==> src/rtl/riscv_pkg.sv <==
// Shared core definitions: register-file geometry, load funct3 codes, the
// write-back entry record and the load byte/halfword extension helper.
package riscv_pkg;

    localparam int REG_ADDR_W = 5;
    localparam int XLEN       = 32;

    localparam logic [2:0] F3_LB  = 3'b000;
    localparam logic [2:0] F3_LH  = 3'b001;
    localparam logic [2:0] F3_LW  = 3'b010;
    localparam logic [2:0] F3_LBU = 3'b100;
    localparam logic [2:0] F3_LHU = 3'b101;

    typedef struct packed {
        logic [REG_ADDR_W-1:0] rd;
        logic [XLEN-1:0]       data;
    } wb_entry_t;

    // Halfword lane ignores addr_lo[0]; unknown load types behave as LW.
    function automatic logic [XLEN-1:0] load_extend(
        input logic [XLEN-1:0] word,
        input logic [2:0]      funct3,
        input logic [1:0]      addr_lo
    );
        logic [7:0]      byte_v;
        logic [15:0]     half_v;
        logic [XLEN-1:0] res;
        byte_v = word[{addr_lo, 3'b000} +: 8];
        half_v = word[{addr_lo[1], 4'b0000} +: 16];
        case (funct3)
            F3_LB:   res = {{24{byte_v[7]}}, byte_v};
            F3_LH:   res = {{16{half_v[15]}}, half_v};
            F3_LW:   res = word;
            F3_LBU:  res = {24'h000000, byte_v};
            F3_LHU:  res = {16'h0000, half_v};
            default: res = word;
        endcase
        return res;
    endfunction

endpackage

==> src/rtl/regfile_writeback_if.sv <==
// Bundle of ALU result, load-beat handshake, load-issue and register-file
// write-port signals of the write-back front end.
interface regfile_writeback_if;
    import riscv_pkg::*;

    logic                  alu_valid;
    logic [REG_ADDR_W-1:0] alu_rd;
    logic [XLEN-1:0]       alu_data;
    logic                  mem_valid;
    logic                  mem_ready;
    logic [REG_ADDR_W-1:0] mem_rd;
    logic [XLEN-1:0]       mem_data;
    logic [2:0]            mem_funct3;
    logic [1:0]            mem_addr_lo;
    logic                  load_issue;
    logic [REG_ADDR_W-1:0] load_issue_rd;
    logic                  RegWrite;
    logic [REG_ADDR_W-1:0] rd;
    logic [XLEN-1:0]       data;
    logic [31:0]           busy;

    modport slave (
        input  alu_valid, alu_rd, alu_data,
        input  mem_valid, mem_rd, mem_data, mem_funct3, mem_addr_lo,
        input  load_issue, load_issue_rd,
        output mem_ready, RegWrite, rd, data, busy
    );

    modport master (
        output alu_valid, alu_rd, alu_data,
        output mem_valid, mem_rd, mem_data, mem_funct3, mem_addr_lo,
        output load_issue, load_issue_rd,
        input  mem_ready, RegWrite, rd, data, busy
    );

endinterface

==> src/rtl/regfile_writeback_wb_fifo.sv <==
// wb_fifo: small synchronous FIFO of {rd, data} write-back entries with
// async active-high reset; push while full and pop while empty are ignored.
module wb_fifo
    import riscv_pkg::*;
#(
    parameter int DEPTH = 2
) (
    input  logic      clk,
    input  logic      reset,
    input  logic      push,
    input  logic      pop,
    input  wb_entry_t wr_entry,
    output wb_entry_t rd_entry,
    output logic      full,
    output logic      empty
);
    localparam int PTR_W = $clog2(DEPTH);

    wb_entry_t        mem_q [DEPTH];
    wb_entry_t        mem_d [DEPTH];
    logic [PTR_W-1:0] wr_ptr_q, wr_ptr_d;
    logic [PTR_W-1:0] rd_ptr_q, rd_ptr_d;
    logic [PTR_W:0]   count_q, count_d;
    logic             push_ok;
    logic             pop_ok;

    assign full     = (count_q == (PTR_W+1)'(DEPTH));
    assign empty    = (count_q == (PTR_W+1)'(0));
    assign push_ok  = push && !full;
    assign pop_ok   = pop && !empty;
    assign rd_entry = mem_q[rd_ptr_q];

    // Next-state for storage, pointers and occupancy.
    always_comb begin
        mem_d    = mem_q;
        wr_ptr_d = wr_ptr_q;
        rd_ptr_d = rd_ptr_q;
        count_d  = count_q;
        if (push_ok) begin
            mem_d[wr_ptr_q] = wr_entry;
            wr_ptr_d        = wr_ptr_q + PTR_W'(1);
        end else begin
            wr_ptr_d = wr_ptr_q;
        end
        if (pop_ok) begin
            rd_ptr_d = rd_ptr_q + PTR_W'(1);
        end else begin
            rd_ptr_d = rd_ptr_q;
        end
        case ({push_ok, pop_ok})
            2'b10:   count_d = count_q + (PTR_W+1)'(1);
            2'b01:   count_d = count_q - (PTR_W+1)'(1);
            default: count_d = count_q;
        endcase
    end

    // State registers.
    always_ff @(posedge clk or posedge reset) begin
        if (reset) begin
            for (int i = 0; i < DEPTH; i++) begin
                mem_q[i] <= '0;
            end
            wr_ptr_q <= '0;
            rd_ptr_q <= '0;
            count_q  <= '0;
        end else begin
            mem_q    <= mem_d;
            wr_ptr_q <= wr_ptr_d;
            rd_ptr_q <= rd_ptr_d;
            count_q  <= count_d;
        end
    end

endmodule

==> src/rtl/regfile_writeback.sv <==
// Register-file write-back front end: ALU/load arbitration, load extension,
// load FIFO and pending-load scoreboard. Optional REGFILE_WB_BYPASS_EN.
module regfile_writeback
    import riscv_pkg::*;
#(
    parameter int FIFO_DEPTH = 2
) (
    input  logic                clk,
    input  logic                reset,
    regfile_writeback_if.slave  wb
);
`ifdef REGFILE_WB_BYPASS_EN
    localparam logic BYPASS_EN = 1'b1;
`else
    localparam logic BYPASS_EN = 1'b0;
`endif

    wb_entry_t             beat_entry;
    wb_entry_t             head_entry;
    wb_entry_t             src_entry;
    logic                  fifo_full, fifo_empty;
    logic                  fifo_push, fifo_pop;
    logic                  accept, bypass_take;
    logic                  src_valid, src_is_load;
    logic                  reg_write_q, reg_write_d;
    logic [REG_ADDR_W-1:0] rd_q, rd_d;
    logic [XLEN-1:0]       data_q, data_d;
    logic [31:0]           busy_q, busy_d;

    // Load handshake, extension and FIFO-versus-bypass steering.
    always_comb begin
        accept          = wb.mem_valid && !fifo_full;
        beat_entry.rd   = wb.mem_rd;
        beat_entry.data = load_extend(wb.mem_data, wb.mem_funct3, wb.mem_addr_lo);
        bypass_take     = BYPASS_EN && accept && fifo_empty && !wb.alu_valid;
        fifo_pop        = !wb.alu_valid && !fifo_empty;
        fifo_push       = accept && !bypass_take;
    end

    wb_fifo #(.DEPTH(FIFO_DEPTH)) u_fifo (
        .clk      (clk),
        .reset    (reset),
        .push     (fifo_push),
        .pop      (fifo_pop),
        .wr_entry (beat_entry),
        .rd_entry (head_entry),
        .full     (fifo_full),
        .empty    (fifo_empty)
    );

    // Source priority: ALU, FIFO head, bypassed beat; rd=0 writes are consumed silently.
    always_comb begin
        src_valid   = 1'b0;
        src_is_load = 1'b0;
        src_entry   = '0;
        if (wb.alu_valid) begin
            src_valid      = 1'b1;
            src_entry.rd   = wb.alu_rd;
            src_entry.data = wb.alu_data;
        end else if (fifo_pop) begin
            src_valid   = 1'b1;
            src_is_load = 1'b1;
            src_entry   = head_entry;
        end else if (bypass_take) begin
            src_valid   = 1'b1;
            src_is_load = 1'b1;
            src_entry   = beat_entry;
        end else begin
            src_valid = 1'b0;
        end

        reg_write_d = 1'b0;
        rd_d        = rd_q;
        data_d      = data_q;
        if (src_valid && (src_entry.rd != 5'd0)) begin
            reg_write_d = 1'b1;
            rd_d        = src_entry.rd;
            data_d      = src_entry.data;
        end else begin
            reg_write_d = 1'b0;
        end

        // Set is applied after clear so a same-cycle re-issue keeps the bit.
        busy_d = busy_q;
        if (src_is_load) begin
            busy_d[src_entry.rd] = 1'b0;
        end else begin
            busy_d = busy_q;
        end
        if (wb.load_issue && (wb.load_issue_rd != 5'd0)) begin
            busy_d[wb.load_issue_rd] = 1'b1;
        end else begin
            busy_d[0] = 1'b0;
        end
        busy_d[0] = 1'b0;
    end

    // Registered write port and scoreboard.
    always_ff @(posedge clk or posedge reset) begin
        if (reset) begin
            reg_write_q <= 1'b0;
            rd_q        <= 5'd0;
            data_q      <= 32'h0000_0000;
            busy_q      <= 32'h0000_0000;
        end else begin
            reg_write_q <= reg_write_d;
            rd_q        <= rd_d;
            data_q      <= data_d;
            busy_q      <= busy_d;
        end
    end

    assign wb.mem_ready = !fifo_full;
    assign wb.RegWrite  = reg_write_q;
    assign wb.rd        = rd_q;
    assign wb.data      = data_q;
    assign wb.busy      = busy_q;

endmodule

==> src/flat_wrapper.sv <==
// flat-port wrapper written by rule: the top's interface ports become plain ports
module regfile_writeback_flat import riscv_pkg::*;
#(
    parameter int FIFO_DEPTH = 2
)
  (clk, reset, wb_alu_valid, wb_alu_rd, wb_alu_data, wb_mem_valid, wb_mem_rd, wb_mem_data, wb_mem_funct3, wb_mem_addr_lo, wb_load_issue, wb_load_issue_rd, wb_mem_ready, wb_RegWrite, wb_rd, wb_data, wb_busy);
  regfile_writeback_if wb_i ();
  input  logic clk;
  input  logic reset;
  input wire logic [$bits(wb_i.alu_valid)-1:0] wb_alu_valid;
  input wire logic [$bits(wb_i.alu_rd)-1:0] wb_alu_rd;
  input wire logic [$bits(wb_i.alu_data)-1:0] wb_alu_data;
  input wire logic [$bits(wb_i.mem_valid)-1:0] wb_mem_valid;
  input wire logic [$bits(wb_i.mem_rd)-1:0] wb_mem_rd;
  input wire logic [$bits(wb_i.mem_data)-1:0] wb_mem_data;
  input wire logic [$bits(wb_i.mem_funct3)-1:0] wb_mem_funct3;
  input wire logic [$bits(wb_i.mem_addr_lo)-1:0] wb_mem_addr_lo;
  input wire logic [$bits(wb_i.load_issue)-1:0] wb_load_issue;
  input wire logic [$bits(wb_i.load_issue_rd)-1:0] wb_load_issue_rd;
  output wire logic [$bits(wb_i.mem_ready)-1:0] wb_mem_ready;
  output wire logic [$bits(wb_i.RegWrite)-1:0] wb_RegWrite;
  output wire logic [$bits(wb_i.rd)-1:0] wb_rd;
  output wire logic [$bits(wb_i.data)-1:0] wb_data;
  output wire logic [$bits(wb_i.busy)-1:0] wb_busy;
  assign wb_i.alu_valid = wb_alu_valid;
  assign wb_i.alu_rd = wb_alu_rd;
  assign wb_i.alu_data = wb_alu_data;
  assign wb_i.mem_valid = wb_mem_valid;
  assign wb_i.mem_rd = wb_mem_rd;
  assign wb_i.mem_data = wb_mem_data;
  assign wb_i.mem_funct3 = wb_mem_funct3;
  assign wb_i.mem_addr_lo = wb_mem_addr_lo;
  assign wb_i.load_issue = wb_load_issue;
  assign wb_i.load_issue_rd = wb_load_issue_rd;
  assign wb_mem_ready = wb_i.mem_ready;
  assign wb_RegWrite = wb_i.RegWrite;
  assign wb_rd = wb_i.rd;
  assign wb_data = wb_i.data;
  assign wb_busy = wb_i.busy;
  regfile_writeback #(.FIFO_DEPTH(FIFO_DEPTH)) u_core (.clk(clk), .reset(reset), .wb(wb_i));
endmodule
==> config.mk <==
export PLATFORM = sky130hd
export DESIGN_NAME = regfile_writeback_flat
export DESIGN_NICKNAME = d
export VERILOG_FILES = /design/src/rtl/riscv_pkg.sv /design/src/rtl/regfile_writeback_if.sv /design/src/rtl/regfile_writeback_wb_fifo.sv /design/src/rtl/regfile_writeback.sv /design/src/flat_wrapper.sv
export SDC_FILE = /design/constraint.sdc
export NUM_CORES = 1
export LEC_CHECK = 0
export ABC_AREA = 1
export BUFFER_PORTS_ARGS = -buffer_cell sky130_fd_sc_hd__buf_2
export CORE_MARGIN = 4
export CORE_UTILIZATION = 50
export CTS_CLUSTER_SIZE = 8
export DETAILED_ROUTE_END_ITERATION = 12
export MAX_ROUTING_LAYER = met4
export PLACE_DENSITY = 0.71
export SETUP_SLACK_MARGIN = 0.4
export SLEW_MARGIN = 25
export SYNTH_ARGS = -nofsm -noshare
export SYNTH_HDL_FRONTEND = slang
export SYNTH_SLANG_ARGS = --single-unit
==> constraint.sdc <==
create_clock -name clk -period 10.4 [get_ports clk]
set_input_delay 2.08 -clock clk [delete_from_list [all_inputs] [get_ports clk]]
set_output_delay 2.08 -clock clk [all_outputs]
set_load 0.02 [all_outputs]
==> implementation parameters <==
Parameter                              Value

Final layout
  N_diodes ... 0
  Layout cell share with drive strength beyond 1 ... 23.1%
  Fin area ... ~0.0090 mm²
  Area delta synth->final ... 18.7%
  # nets final ... 1192

Logic synthesis
  Fraction of registers with async set or reset after synthesis ... 100%
  Synth Flop Type ... sky130_fd_sc_hd__dfrtp_1
  Yosys Warn Count ... 0
  Distinct cell type count of the synthesized netlist ... 30
  Cell count after synthesis ... 970
  Number of enable flip-flop cells after synthesis ... 0
  Synthesized Nets ... ~1100
  Number of register bits inferred by synthesis ... 147
  Sequential-to-total area share from yosys stat ... 48.5%
  Post-Synthesis Mean Instance Area ... 7.81 µm²
  Post-Syn Area ... 0.00758 mm²

Clock tree
  Clock root buffer ... sky130_fd_sc_hd__clkbuf_16
  TritonCTS clock tree ... done
  Number of CTS-inserted buffers ... 17
  Clock latency on the worst-skew pair ... 0.42 ns
  Clock Path Buffers ... 2
  CTS H-tree lvls ... 4
  Cts-stage hold buffer count ... 0
  Clk sink count ... 147
  Cts repair resizes ... 0
  Clk pin slew, worst setup/hold paths ... 0.06 ns
  Setup Fix Bufs, Post-CTS ... 0

Global routing
  Overall routing resource usage ... 24.3%
  Global route overflow ... 0
  Vias in the first global route ... 6456
  First-pass GRT wire length ... 33000 µm
  Pin count of the biggest net entering global routing ... 82
  Initial antenna violation count ... 0

Place
  Post-DP Area ... 0.00837 mm²
  Placed wire-length estimate ... 14000 µm
  RD Place Congestion ... around 0.9
  Count of buffers inserted at the top-level ports ... 158

STA
  Post-Route Hold Slack ... 0.468 ns
  Setup repair after global routing missed its margin ... false
  Maximum clock frequency ... 223 MHz
  Worst relative slew slack ... 28.8%
  Post-route clock skew ... 0.00777 ns
  Fin crit period ... around 4.5 ns
  Final setup violation count ... 0
  Worst slew pin tran ... 1.07 ns
  Total Negative Setup Slacks ... 0 ns
  Crit share post-route ... 43.1%
  Final Slew Violations ... 0
  Hold Violations, Final ... 0

Power and ir drop
  Worst vdd ir ... 0.000167 V
  Leakage ... 4.77 nW
  Power density relative to cell area ... 294 mW/mm²

Floorplan
  Die Height ... 131 µm
  Total I/O pin count ... 160
  DIE AREA ... 0.0172 mm²
  Initial Util ... about half
  Number of core rows ... 44
  Area of the core ... 0.0147 mm²
  Die width ... 131 µm

Drt
  Final ANT Viol Nets ... 0
  Number of remaining DRC errors ... 0
  Number of DRC violations after detailed-routing iteration 0 ... 508
  Via count ... 6670
  Number of vias per cell ... 5.13
  Total length of routed wires ... 19700 µm
  First-pass iteration count of the detailed router ... 5
  Average wire length per cell after detail routing ... 15.2 µm

Critical path
  Type of origin of the critical path ... input port
  Worst path arrival time ... 4.80 ns
  Reg-to-reg setup timing slack ... around 7.4 ns
  CP Max Fanout ... 70
  Data required time at the worst endpoint ... 10.72 ns
  Reg-to-reg endpoint ... u_core.wb.data[4]
  Startpoint of the worst register-to-register path ... u_core.u_fifo.rd_ptr_q
  Depth of the worst register-to-register path ... 10
  Category of the worst setup path capture point ... flip-flop
  Type of the worst setup path ... input port to flip-flop
  CP Launch Point ... wb_alu_valid
  Worst setup path endpoint ... u_core.wb.data[4]

Min path
  Hold Crit Class ... flip-flop to flip-flop
  HP Start ... u_core.wb.busy[9]

Run
  Number of max-cap violations ... 0

Status
  Result of the run ... finished, final reports clean
-- Yosys cell counts, types with 7 or more instances --
cell	number	share of area, %
sky130_fd_sc_hd__o21bai_1	8	0.79
sky130_fd_sc_hd__clkbuf_1	19	0.94
sky130_fd_sc_hd__nor2_1	22	1.1
sky130_fd_sc_hd__a21oi_1	18	1.2
sky130_fd_sc_hd__inv_1	93	4.6
sky130_fd_sc_hd__nand2_1	385	19
sky130_fd_sc_hd__a22o_1	32	3.7
sky130_fd_sc_hd__nand3_1	37	2.4
sky130_fd_sc_hd__o21ai_2	37	4.3
sky130_fd_sc_hd__o21ai_0	97	6.4
sky130_fd_sc_hd__buf_6	9	1.3
sky130_fd_sc_hd__dfrtp_1	147	49
sky130_fd_sc_hd__buf_2	15	0.99
sky130_fd_sc_hd__nor3_1	9	0.59
sky130_fd_sc_hd__or2_2	7	0.58
-- cells in the final DEF (no fill, tap or decap), drive strengths merged --
cell type,Yosys,routed
o21bai,8,8
a22o,32,32
or2,7,7
nor3b,1,1
nand2,393,393
xnor2,2,2
nand3,38,38
inv,98,97
clkbuf,19,22
o21ai,134,134
clkinv,0,7
buf,30,162
dfrtp,147,147
nor3,10,10
a21oi,18,18
xor2,1,1
bufinv,0,4
nor2,28,28
ha,1,1
o211ai,2,2
conb,1,1
-- worst min path at each step --
stage                              end  slack [ns]  cells after the start
2_1_floorplan  u_core.u_fifo.mem_q[69]        0.44                      2
5_1_grt        u_core.u_fifo.mem_q[28]        0.49                      2
3_3_place_gp        u_core.wb.busy[24]        0.45                      2
3_5_place_dp        u_core.wb.busy[12]        0.46                      2
4_1_cts             u_core.wb.busy[12]        0.47                      2
6_report             u_core.wb.busy[9]        0.47                      2
-- state kept, by name, indices dropped and copies added (netlist names) --
| register | count |
|---|---|
| u_core.wb.RegWrite | 1 |
| u_core.wb.busy | 31 |
| u_core.wb.rd | 5 |
| u_core.u_fifo.rd_ptr_q | 1 |
| u_core.u_fifo.mem_q | 74 |
| u_core.wb.data | 32 |
| u_core.u_fifo.count_q | 2 |
| u_core.u_fifo.wr_ptr_q | 1 |
-- worst max-delay path: stages --
cell,delay [ns]
sky130_fd_sc_hd__buf_2,0.35
sky130_fd_sc_hd__nor2_4,0.89
sky130_fd_sc_hd__nand2_1,0.14
sky130_fd_sc_hd__nand2_1,0.21
sky130_fd_sc_hd__inv_2,0.11
sky130_fd_sc_hd__nand3_4,0.70
sky130_fd_sc_hd__nand2_1,0.18
sky130_fd_sc_hd__o21ai_2,0.10
-- logic make-up after synthesis --
family	count (synthesis)	share of synthesized area [%]
buffers and inverters	147	8.62
flip-flops	147	48.5
adder cells (fa/ha/maj)	1	0.165
other	1	0.0495
AO/OA/AOI/OAI	194	16.6
XOR/XNOR	3	0.347
AND/OR/NAND/NOR	477	25.7
-- through the flow --
stage	total power [mW]	std cells	utilization [%]	setup WS, ns
final	2.65	1299	61.2	5.92
after global routing	2.84	1299	61.2	5.57
after CTS	2.67	1299	61.2	5.95
after detailed placement	2.01	1267	56.9	5.52
after global placement	1.97	1266	56.8	5.66
after floorplan	1.71	970	-	4.37
-- layout make-up --
class	count	area [µm²]
clock buffers	22	474
clock inverters	10	154
fillers	1371	5700
inverters	98	373
multi-input cells	676	3250
flip-flops and latches	147	3680
well taps	184	230
repair buffers	162	837
-- layer usage --
| layer | track usage (%) | wire length [µm] | up-vias |
|---|---|---|---|
| li1 | - | - | 3340 |
| met1 | 33.7 | 9020 | 3079 |
| met2 | 35.9 | 9060 | 220 |
| met3 | 4.85 | 1190 | 31 |
| met4 | 8.87 | 423 | 0 |
| met5 | - | 0 | - |
-- report_power, final --
part,switching (mW),internal (mW),leakage [nW]
Combinational,0.694,0.337,2.64
Sequential,0.136,0.830,1.82
Clock,0.231,0.419,0.314
No activity file was read; power rests on OpenSTA's default activity.
